--- src/rtl/div_round_seq_if.sv ---
`default_nettype none
// ============================================================================
// Module      : div_round_seq_if
// Description : Operand/result handshake bundle for div_round_seq.
//               master = producer/consumer side, slave = rounding sequencer.
// Revision    : 1.0 - initial release
// ============================================================================
interface div_round_seq_if #(
    parameter int WIDTH = 28
);
    logic                 in_valid;
    logic                 in_ready;
    logic [WIDTH-1:0]     q;
    logic [WIDTH-1:0]     d;
    logic [2*WIDTH-1:0]   n_aligned;
    logic                 mode;
    logic                 out_valid;
    logic                 out_ready;
    logic [WIDTH-1:0]     y;
    logic                 rem_pos;
    logic                 rem_neg;
    logic                 inexact;
    logic                 wrap;

    modport master (
        output in_valid, q, d, n_aligned, mode, out_ready,
        input  in_ready, out_valid, y, rem_pos, rem_neg, inexact, wrap
    );

    modport slave (
        input  in_valid, q, d, n_aligned, mode, out_ready,
        output in_ready, out_valid, y, rem_pos, rem_neg, inexact, wrap
    );
endinterface
`default_nettype wire

--- src/rtl/div_round_seq.sv ---
`default_nettype none
// ============================================================================
// Module      : div_round_seq
// Description : Final rounding sequencer of the divider. Back-multiplies the
//               unrounded quotient with a serial shift-add multiplier, derives
//               the remainder sign and rounds to nearest or toward zero.
//               Optional macro ROUND_TIE_EVEN_EN: exact ties round to even.
// Revision    : 1.0 - initial release
// ============================================================================
module div_round_seq #(
    parameter int WIDTH = 28,
    parameter int ULP   = 4
) (
    input  logic          clk,
    input  logic          reset,
    div_round_seq_if.slave bus
);

    localparam int                 CNT_W      = $clog2(WIDTH);
    localparam logic [CNT_W-1:0]   CNT_LAST   = CNT_W'(WIDTH - 1);
    localparam logic [WIDTH-1:0]   LSB        = WIDTH'(1) << ULP;
    localparam logic [WIDTH-1:0]   GUARD_MASK = LSB - WIDTH'(1);
    // Guard bits strictly below the half-ULP bit; empty when ULP == 1.
    localparam logic [WIDTH-1:0]   LOW_MASK   = (WIDTH'(1) << (ULP - 1)) - WIDTH'(1);

    typedef enum logic [1:0] {
        IDLE = 2'd0,
        MUL  = 2'd1,
        EVAL = 2'd2,
        DONE = 2'd3
    } state_t;

    state_t               state_q, state_d;
    logic [WIDTH-1:0]     q_q, q_d;
    logic [WIDTH-1:0]     d_q, d_d;
    logic [2*WIDTH-1:0]   n_q, n_d;
    logic                 mode_q, mode_d;
    logic [2*WIDTH-1:0]   acc_q, acc_d;
    logic [CNT_W-1:0]     cnt_q, cnt_d;
    logic [WIDTH-1:0]     y_q, y_d;
    logic                 rem_pos_q, rem_pos_d;
    logic                 rem_neg_q, rem_neg_d;
    logic                 inexact_q, inexact_d;
    logic                 wrap_q, wrap_d;

    logic [2*WIDTH:0]     w_rem;
    logic                 w_rem_zero;
    logic                 w_rem_neg;
    logic                 w_rem_pos;
    logic [WIDTH-1:0]     w_trunc;
    logic [WIDTH:0]       w_inc;
    logic [WIDTH:0]       w_dec;
    logic                 w_round_up;
    logic                 w_round_dn;

    // Remainder sign and rounding candidates from the latched operands.
    always_comb begin
        w_rem      = {1'b0, n_q} - {1'b0, acc_q};
        w_rem_zero = (w_rem == '0);
        w_rem_neg  = w_rem[2*WIDTH];
        w_rem_pos  = !w_rem_neg && !w_rem_zero;
        w_trunc    = q_q & ~GUARD_MASK;
        w_inc      = {1'b0, w_trunc} + {1'b0, LSB};
        w_dec      = {1'b0, w_trunc} - {1'b0, LSB};
`ifdef ROUND_TIE_EVEN_EN
        // Exact half-way case: only the half bit set and zero remainder;
        // bump when the kept LSB is odd.
        w_round_up = !mode_q && q_q[ULP-1] &&
                     (w_rem_pos ||
                      (w_rem_zero && ((q_q & LOW_MASK) == '0) && q_q[ULP]));
`else
        w_round_up = !mode_q && q_q[ULP-1] && w_rem_pos;
`endif
        w_round_dn = mode_q && !q_q[ULP-1] && w_rem_neg;
    end

    // State and datapath registers with synchronous reset.
    always_ff @(posedge clk) begin
        if (reset) begin
            state_q   <= IDLE;
            q_q       <= '0;
            d_q       <= '0;
            n_q       <= '0;
            mode_q    <= 1'b0;
            acc_q     <= '0;
            cnt_q     <= '0;
            y_q       <= '0;
            rem_pos_q <= 1'b0;
            rem_neg_q <= 1'b0;
            inexact_q <= 1'b0;
            wrap_q    <= 1'b0;
        end else begin
            state_q   <= state_d;
            q_q       <= q_d;
            d_q       <= d_d;
            n_q       <= n_d;
            mode_q    <= mode_d;
            acc_q     <= acc_d;
            cnt_q     <= cnt_d;
            y_q       <= y_d;
            rem_pos_q <= rem_pos_d;
            rem_neg_q <= rem_neg_d;
            inexact_q <= inexact_d;
            wrap_q    <= wrap_d;
        end
    end

    // Next-state: accept, serial multiply LSB first, evaluate, hold result.
    always_comb begin
        state_d   = state_q;
        q_d       = q_q;
        d_d       = d_q;
        n_d       = n_q;
        mode_d    = mode_q;
        acc_d     = acc_q;
        cnt_d     = cnt_q;
        y_d       = y_q;
        rem_pos_d = rem_pos_q;
        rem_neg_d = rem_neg_q;
        inexact_d = inexact_q;
        wrap_d    = wrap_q;
        unique case (state_q)
            IDLE: begin
                if (bus.in_valid) begin
                    q_d     = bus.q;
                    d_d     = bus.d;
                    n_d     = bus.n_aligned;
                    mode_d  = bus.mode;
                    acc_d   = '0;
                    cnt_d   = '0;
                    state_d = MUL;
                end
            end
            MUL: begin
                if (q_q[cnt_q]) begin
                    acc_d = acc_q + ({{WIDTH{1'b0}}, d_q} << cnt_q);
                end
                cnt_d = cnt_q + CNT_W'(1);
                if (cnt_q == CNT_LAST) begin
                    state_d = EVAL;
                end
            end
            EVAL: begin
                rem_pos_d = w_rem_pos;
                rem_neg_d = w_rem_neg;
                inexact_d = !w_rem_zero || ((q_q & GUARD_MASK) != '0);
                if (w_round_up) begin
                    y_d    = w_inc[WIDTH-1:0];
                    wrap_d = w_inc[WIDTH];
                end else if (w_round_dn) begin
                    y_d    = w_dec[WIDTH-1:0];
                    wrap_d = w_dec[WIDTH];
                end else begin
                    y_d    = w_trunc;
                    wrap_d = 1'b0;
                end
                state_d = DONE;
            end
            DONE: begin
                if (bus.out_ready) begin
                    state_d = IDLE;
                end
            end
            default: state_d = IDLE;
        endcase
    end

    assign bus.in_ready  = (state_q == IDLE);
    assign bus.out_valid = (state_q == DONE);
    assign bus.y         = y_q;
    assign bus.rem_pos   = rem_pos_q;
    assign bus.rem_neg   = rem_neg_q;
    assign bus.inexact   = inexact_q;
    assign bus.wrap      = wrap_q;

endmodule
`default_nettype wire

--- src/flat_wrapper.sv ---
// flat-port wrapper written by rule: the top's interface ports become plain ports
module div_round_seq_flat 
#(
    parameter int WIDTH = 28,
    parameter int ULP   = 4
)
  (clk, reset, bus_in_valid, bus_q, bus_d, bus_n_aligned, bus_mode, bus_out_ready, bus_in_ready, bus_out_valid, bus_y, bus_rem_pos, bus_rem_neg, bus_inexact, bus_wrap);
  div_round_seq_if #(.WIDTH(WIDTH)) bus_i ();
  input  logic clk;
  input  logic reset;
  input wire logic [$bits(bus_i.in_valid)-1:0] bus_in_valid;
  input wire logic [$bits(bus_i.q)-1:0] bus_q;
  input wire logic [$bits(bus_i.d)-1:0] bus_d;
  input wire logic [$bits(bus_i.n_aligned)-1:0] bus_n_aligned;
  input wire logic [$bits(bus_i.mode)-1:0] bus_mode;
  input wire logic [$bits(bus_i.out_ready)-1:0] bus_out_ready;
  output wire logic [$bits(bus_i.in_ready)-1:0] bus_in_ready;
  output wire logic [$bits(bus_i.out_valid)-1:0] bus_out_valid;
  output wire logic [$bits(bus_i.y)-1:0] bus_y;
  output wire logic [$bits(bus_i.rem_pos)-1:0] bus_rem_pos;
  output wire logic [$bits(bus_i.rem_neg)-1:0] bus_rem_neg;
  output wire logic [$bits(bus_i.inexact)-1:0] bus_inexact;
  output wire logic [$bits(bus_i.wrap)-1:0] bus_wrap;
  assign bus_i.in_valid = bus_in_valid;
  assign bus_i.q = bus_q;
  assign bus_i.d = bus_d;
  assign bus_i.n_aligned = bus_n_aligned;
  assign bus_i.mode = bus_mode;
  assign bus_i.out_ready = bus_out_ready;
  assign bus_in_ready = bus_i.in_ready;
  assign bus_out_valid = bus_i.out_valid;
  assign bus_y = bus_i.y;
  assign bus_rem_pos = bus_i.rem_pos;
  assign bus_rem_neg = bus_i.rem_neg;
  assign bus_inexact = bus_i.inexact;
  assign bus_wrap = bus_i.wrap;
  div_round_seq #(.WIDTH(WIDTH), .ULP(ULP)) u_core (.clk(clk), .reset(reset), .bus(bus_i));
endmodule
--- config.mk ---
export PLATFORM = sky130hd
export DESIGN_NAME = div_round_seq_flat
export DESIGN_NICKNAME = d
export VERILOG_FILES = /design/src/rtl/div_round_seq_if.sv /design/src/rtl/div_round_seq.sv /design/src/flat_wrapper.sv
export SDC_FILE = /design/constraint.sdc
export NUM_CORES = 1
export LEC_CHECK = 0
export CAP_MARGIN = 20
export CELL_PAD_IN_SITES_DETAIL_PLACEMENT = 1
export CELL_PAD_IN_SITES_GLOBAL_PLACEMENT = 1
export CORE_MARGIN = 4
export CORE_UTILIZATION = 40
export DETAILED_ROUTE_END_ITERATION = 10
export GPL_TIMING_DRIVEN = 0
export PLACE_DENSITY = 0.76
export SLEW_MARGIN = 20
export SYNTH_ARGS = -nofsm -noshare
export SYNTH_HDL_FRONTEND = slang
export SYNTH_SLANG_ARGS = --single-unit
--- constraint.sdc ---
create_clock -name clk -period 5.5 [get_ports clk]
set_clock_uncertainty 0.2 [all_clocks]
set_input_delay 0.55 -clock clk [delete_from_list [all_inputs] [get_ports clk]]
set_output_delay 0.55 -clock clk [all_outputs]
set_load 0.1 [all_outputs]
==> metrics, run 1 <==
Slew Limit Fails 0; final setup fails 0; io pins 151; die area 45400 um^2; DR iter-0 viols between 1000 and 1500; Mapped Area 16800 um^2; fin crit period roughly 5.4 ns; NumNets Final roughly 2700; Starting Density around two fifths; largest net degree at the start of global routing 13; Hold Crit Depth 3; Yosys top cell area share 24.3%; Worst setup SP type flip-flop; drt total wl approximately 67 mm; HP Start reset; CTS tree built; htree depth 1; cts hold-fix bufs 0; Clock transition at path regs around 0.060 ns; Avg Cell Area, Syn approximately 7.5 um^2; placer congestion estimate 0.985; Critical Path Max Stage Delay between 0.4 and 0.5 ns; synth unique cells 94; worst reg-to-reg path cell count 19; fin cells 2989; CTS Buf Count 26; first-pass GRT wire length approximately 100 mm; Seq/Total Area, Yosys 24.3%; slew margin rel. between 30% and 40%; Tot Pwr approximately 10000 uW; CP cell instances inv_1 -> ha_1 -> clkbuf_4 -> and3_1 -> a221oi_2 -> o21ai_2 -> a22oi_1 -> nor2b_1 -> mux2_2 -> nor3_1 -> a21oi_1 -> nor4_4 -> nand4_1 -> o31ai_4 -> nor4_2 -> buf_6 -> a41o_1 -> a21oi_1 -> nor3_1; CP arrival about 5.6 ns; Core Area roughly 41000 um^2; measured slew at the worst slew-check pin 1.04 ns; Max Freq around 0.19 GHz; Power Density 477 nW/um^2; Placed Cells between 2000 and 3000; vias per cell roughly 6; synth cell count leaders nand2_1, a21oi_1, dfxtp_1; antenna viol nets, final 0; Mapped Cells about 2300; clock tree buffer depth 3; largest area contributor in the netlist dfxtp_1; worst r2r src u_core.acc_q[5]$_SDFFE_PP0P_; worst vdd ir around 0.44 mV; Hold Crit Class input port to flip-flop; max-capacitance violation count 0; leakage between 0.008 and 0.009 uW; count leader, synth nand2_1; worst endpoint required time around 5.7 ns; Vias about 18000; Critical Path End Type flip-flop; die height roughly 210 um; GRT overflow 0; vias in the first global route about 18000; CTS root buffer clkbuf_16; Synth-to-Final Area Change 20.9%; drt drc 0; routed length per instance about 22 um; status completed; crit share post-route 97.7%; Fillers between 5000 and 6000; Skew-Pair Late Insertion Delay 0.57 ns; CP max FO 10; ant diodes 0; r2r endpoint u_core.bus.y[23]$_SDFFE_PP0P_; FP Rows between 70 and 80; Hold EP u_core.bus.y[9]$_SDFFE_PP0P_; CTS sink count roughly 200; Final Hold Vio Count 0; Synth async-reset ratio 0%; synthesized flop and latch total about 200; 1st-pass router iterations 5; number of synthesized flops with an enable pin 0; synth warn 0; slowest stage cell, crit path a22oi_1; All-Layer GR Usage ~28%; Post-DP HPWL roughly 53 mm; die width ~210 um; WS Path Type flip-flop to flip-flop; initial antenna violation count 1; ys flop type dfxtp_1; Worst R2R Setup Slack around 0.13 ns; share of layout cells above drive strength 1 around a tenth; buffers added on ports ~150; ranking of synthesized cells by area dfxtp_1, ha_1, nand2_1, a21oi_1, nor2_1
worst max-delay path: cells and delay by family, from the launching register on:
kind                     cells  cell delay [ns]
AO/OA/AOI/OAI                7             1.75
adder cells (fa/ha/maj)      1             0.29
buffers and inverters        3             0.45
flip-flops                   1             0.42
multiplexers                 1             0.39
AND/OR/NAND/NOR              7             1.69
per-stage QoR:
| stage | area, um^2 | hold WS (ns) | setup slack [ns] | TNS, ns | utilization [%] |
|---|---|---|---|---|---|
| final | 20400 | 0.231 | 0.129 | 0 | 49.4 |
| after global routing | 20400 | 0.249 | -0.0312 | -0.0684 | 49.4 |
| after CTS | 20100 | 0.206 | 0.0145 | 0 | 48.7 |
| after detailed placement | 19000 | 0.250 | -1.84 | -29.53 | 46.0 |
| after global placement | 19000 | 0.245 | -1.76 | -26.79 | 46.0 |
| after floorplan | 16900 | 0.236 | 0.0249 | 0 | - |
what timing repair did:
action,4_1_cts,5_1_grt
gates resized for setup,59,79
setup endpoints to repair,53,34
pin swaps,10,11
buffers inserted,11,3
state kept, by name, summed over array words and instances (netlist names):
name                flops
u_core.n_q             56
u_core.d_q             28
u_core.state_q          2
u_core.bus.wrap         1
u_core.bus.inexact      1
u_core.bus.y           24
u_core.mode_q           1
u_core.q_q             28
u_core.bus.rem_pos      1
u_core.bus.rem_neg      1
u_core.acc_q           56
u_core.cnt_q            5
layout make-up:
type	instances	area, um^2	area share, %
Multi-Input combinational cell	1804	12100	59.5
Clock inverter	8	90.1	0.443
Buffer	145	717	3.52
Tap cell	532	666	3.27
Inverter	102	384	1.89
Timing Repair Buffer	159	1560	7.65
Clock buffer	35	746	3.66
Sequential cell	204	4090	20.1
metal layers:
metal  wire length [um]  up-vias  part of all wire, %  track usage, %
li1                   -     8503                    -               -
met1              29500     8685                   44            36.9
met2              31600      469                   47            48.6
met3               2940      137                  4.4            3.44
met4               2830        0                  4.2            10.6
met5                  0        -                    0               0
power breakdown:
group          switching [uW]  total, uW  internal (uW)
clock network             684       1710           1030
logic                    3960       6060           2100
registers                 225       1930           1710
cell usage in the layout, fill, tap and decap left out, types with 20 or more instances in the layout:
| cell type | count |
|---|---|
| inv_1 | 100 |
| mux2_2 | 27 |
| a22o_1 | 20 |
| a21o_1 | 75 |
| a22oi_1 | 37 |
| buf_4 | 26 |
| clkbuf_16 | 27 |
| mux2i_1 | 36 |
| ha_1 | 112 |
| clkdlybuf4s50_1 | 145 |
| xor2_1 | 29 |
| dfxtp_1 | 202 |
| o22ai_1 | 21 |
| nor3_1 | 34 |
| clkbuf_1 | 96 |
| nand2b_1 | 21 |
| o21ai_0 | 81 |
| o21a_1 | 22 |
| nand4_1 | 50 |
| nand2_1 | 365 |
| a21oi_1 | 237 |
| nand3_1 | 44 |
| xnor2_1 | 52 |
| nor2_1 | 166 |
cell families after synthesis:
family | after synthesis | synth area share (%)
and+or+nand+nor | 805 | 21.9
xor gates and xnor gates | 83 | 4.36
adders and majority gates | 120 | 9.01
other | 1 | 0.0223
buffers and inverters | 253 | 6.10
DFF | 204 | 24.3
AOI/OAI and AO/OA | 694 | 26.9
muxes | 98 | 7.44
worst max path at each step:
stage / from / end / slack [ns]
after global routing: u_core.cnt_q[0]$_SDFFE_PP0P_ / u_core.acc_q[53]$_SDFFE_PP0P_ / -0.03
after CTS: u_core.cnt_q[0]$_SDFFE_PP0P_ / u_core.acc_q[52]$_SDFFE_PP0P_ / 0.01
after global placement: u_core.cnt_q[1]$_SDFFE_PP0P_ / u_core.acc_q[52]$_SDFFE_PP0P_ / -1.76
final: u_core.acc_q[5]$_SDFFE_PP0P_ / u_core.bus.y[23]$_SDFFE_PP0P_ / 0.13
after detailed placement: u_core.cnt_q[1]$_SDFFE_PP0P_ / u_core.acc_q[52]$_SDFFE_PP0P_ / -1.84
after floorplan: u_core.cnt_q[1]$_SDFFE_PP0P_ / u_core.acc_q[52]$_SDFFE_PP0P_ / 0.02
No activity file was read; power rests on OpenSTA's default activity.
==> run 2, diff against run 1 <==
--- a/config.mk
+++ b/config.mk
@@ -6,13 +6,13 @@
 export NUM_CORES = 1
 export LEC_CHECK = 0
 export CAP_MARGIN = 20
-export CELL_PAD_IN_SITES_DETAIL_PLACEMENT = 1
-export CELL_PAD_IN_SITES_GLOBAL_PLACEMENT = 1
+export CELL_PAD_IN_SITES_DETAIL_PLACEMENT = 0
+export CELL_PAD_IN_SITES_GLOBAL_PLACEMENT = 2
 export CORE_MARGIN = 4
-export CORE_UTILIZATION = 40
+export CORE_UTILIZATION = 31
 export DETAILED_ROUTE_END_ITERATION = 10
 export GPL_TIMING_DRIVEN = 0
-export PLACE_DENSITY = 0.76
+export PLACE_DENSITY = 0.74
 export SLEW_MARGIN = 20
 export SYNTH_ARGS = -nofsm -noshare
 export SYNTH_HDL_FRONTEND = slang
==> run 2 against run 1 <==
Against the previous run: cell count rose by 6.0%; setup slack better by 0.020 ns; global-route usage down 6.3 points; sequential power hardly changed.
==> metrics, run 2 (synthesis results as in run 1) <==
initial antenna violation count 2; Post-DP Area about 19000 um^2; Critical Path Max Stage Delay 0.53 ns; Final Hold Vio Count 0; CTS tree built; fin crit period approximately 5.4 ns; vias per cell ~5.5; slew margin rel. between 20% and 30%; FP Rows 85; Fillers 5754; drt drc 0; CP arrival 5.63 ns; Critical Path End Type flip-flop; drt total wl roughly 66 mm; leakage between 0.008 and 0.009 uW; status completed; htree depth 1; die height ~240 um; share of layout cells above drive strength 1 10.6%; Starting Density between 30% and 40%; measured slew at the worst slew-check pin around 1.1 ns; delay-heaviest family, CP compound AO/OA/AOI/OAI gates; largest net degree at the start of global routing 15; die area approximately 58000 um^2; fin cells approximately 3200; Regs by FF count u_core.acc_q (56), u_core.n_q (56); CTS sink count just over 200; io pins between 150 and 200; RSZ-0062 raised after global routing true; Post-DP HPWL ~53 mm; GRT overflow 0; max-capacitance violation count 0; DR iter-0 viols ~1100; Vias about 17000; 1st-pass router iterations 5; Core Area ~54000 um^2; CP cell instances buf_12 -> buf_12 -> mux4_2 -> mux2i_1 -> mux2_2 -> nor2_1 -> ha_1 -> and3_4 -> o211a_1 -> o31ai_2 -> a211oi_2 -> o21ai_2 -> o31ai_2 -> buf_4 -> a211oi_2 -> nor4_2 -> o31ai_2 -> o21ai_2 -> nor3_1 -> a21oi_1 -> xor2_1 -> a22o_1; cts hold-fix bufs 0; Hold Crit Class input port to flip-flop; vias in the first global route between 15000 and 20000; crit share post-route between 90% and 100%; hold slack 0.211 ns; slowest stage cell, crit path mux4_2; WS Path Type flip-flop to flip-flop; Skew-Pair Late Insertion Delay approximately 0.59 ns; Slew Limit Fails 0; NumNets Final between 2000 and 3000; Worst setup SP type flip-flop; Synth-to-Final Area Change 23.6%; final instance area between 20000 and 25000 um^2; final setup fails 0; cell mode on critical path o31ai_2; Setup TNS 0 ns; ant diodes 0; pre-CTS setup slack -2.29 ns; commonest cells after routing, fill and taps aside nand2_1, a21oi_1, dfxtp_1; antenna viol nets, final 0; worst endpoint required time about 5.8 ns; placer congestion estimate 0.930; worst vdd ir between 0.4 and 0.5 mV; clock tree buffer depth 3; die width about 240 um; final setup margin about 0.15 ns; first-pass GRT wire length 100 mm; Buf/Inv on CP 3; All-Layer GR Usage between 20 and 25%; routed length per instance around 21 um; CTS Buf Count 27; Clock transition at path regs about 0.06 ns; commonest non-fill, non-tap cell in the layout nand2_1; Placed Cells 3103; CP max FO 10; CTS root buffer clkbuf_16; Power Density approximately 470 nW/um^2; Max Freq approximately 0.19 GHz; buffers added on ports between 100 and 150
[run 2: final cells by class]
type / instances / area (um^2) / area share (%)
buffer: 147 / 738 / 3.55
clock buffer: 39 / 791 / 3.80
clock inverter: 7 / 125 / 0.602
inverter: 102 / 384 / 1.85
multi-input combinational: 1805 / 12200 / 58.5
sequential: 204 / 4090 / 19.7
tap: 696 / 871 / 4.19
timing repair buffer: 169 / 1640 / 7.88
[run 2: worst min-delay path: stages]
cell	delay, ns
buf_4	0.18
or4_1	0.14
o211ai_1	0.08
[run 2: report_power, final]
group          switching, uW  internal (uW)
combinational           3910           2150
clock                    705           1130
sequential               217           1710
[run 2: through the flow]
stage	power (uW)	util (%)
3_5_place_dp	7640	35.7
5_1_grt	10500	38.7
3_3_place_gp	7620	35.6
4_1_cts	9630	37.8
2_1_floorplan	5900	-
6_report	9830	38.7
[run 2: what timing repair did]
action | in CTS | in global routing
pin swaps | 8 | 16
resized for setup | 61 | 85
setup endpoints to repair | 58 | 34
buffers inserted | 9 | 14
endpoints found under the hold margin | 0 | 0
cloned | 0 | 1
[run 2: path summary, 6_finish.rpt]
check                                             startpoint                             to  slack, ns  depth (start not counted)
worst max-delay path            u_core.cnt_q[0]$_SDFFE_PP0P_  u_core.acc_q[52]$_SDFFE_PP0P_       0.15                         22
worst min-delay path                                   reset   u_core.bus.y[9]$_SDFFE_PP0P_       0.21                          3
worst max register to register  u_core.cnt_q[0]$_SDFFE_PP0P_  u_core.acc_q[52]$_SDFFE_PP0P_       0.15                         22
worst min register to register   u_core.n_q[53]$_SDFFE_PP0P_    u_core.n_q[53]$_SDFFE_PP0P_       0.26                          2
[run 2: metal layers]
layer / vias up / part of all wire [%] / global-route usage (%)
li1: 8551 / - / -
met1: 8154 / 46 / 29.7
met5: - / 0 / 0
met3: 111 / 4.4 / 2.79
met4: 0 / 3.6 / 7.08
met2: 469 / 46 / 36.9
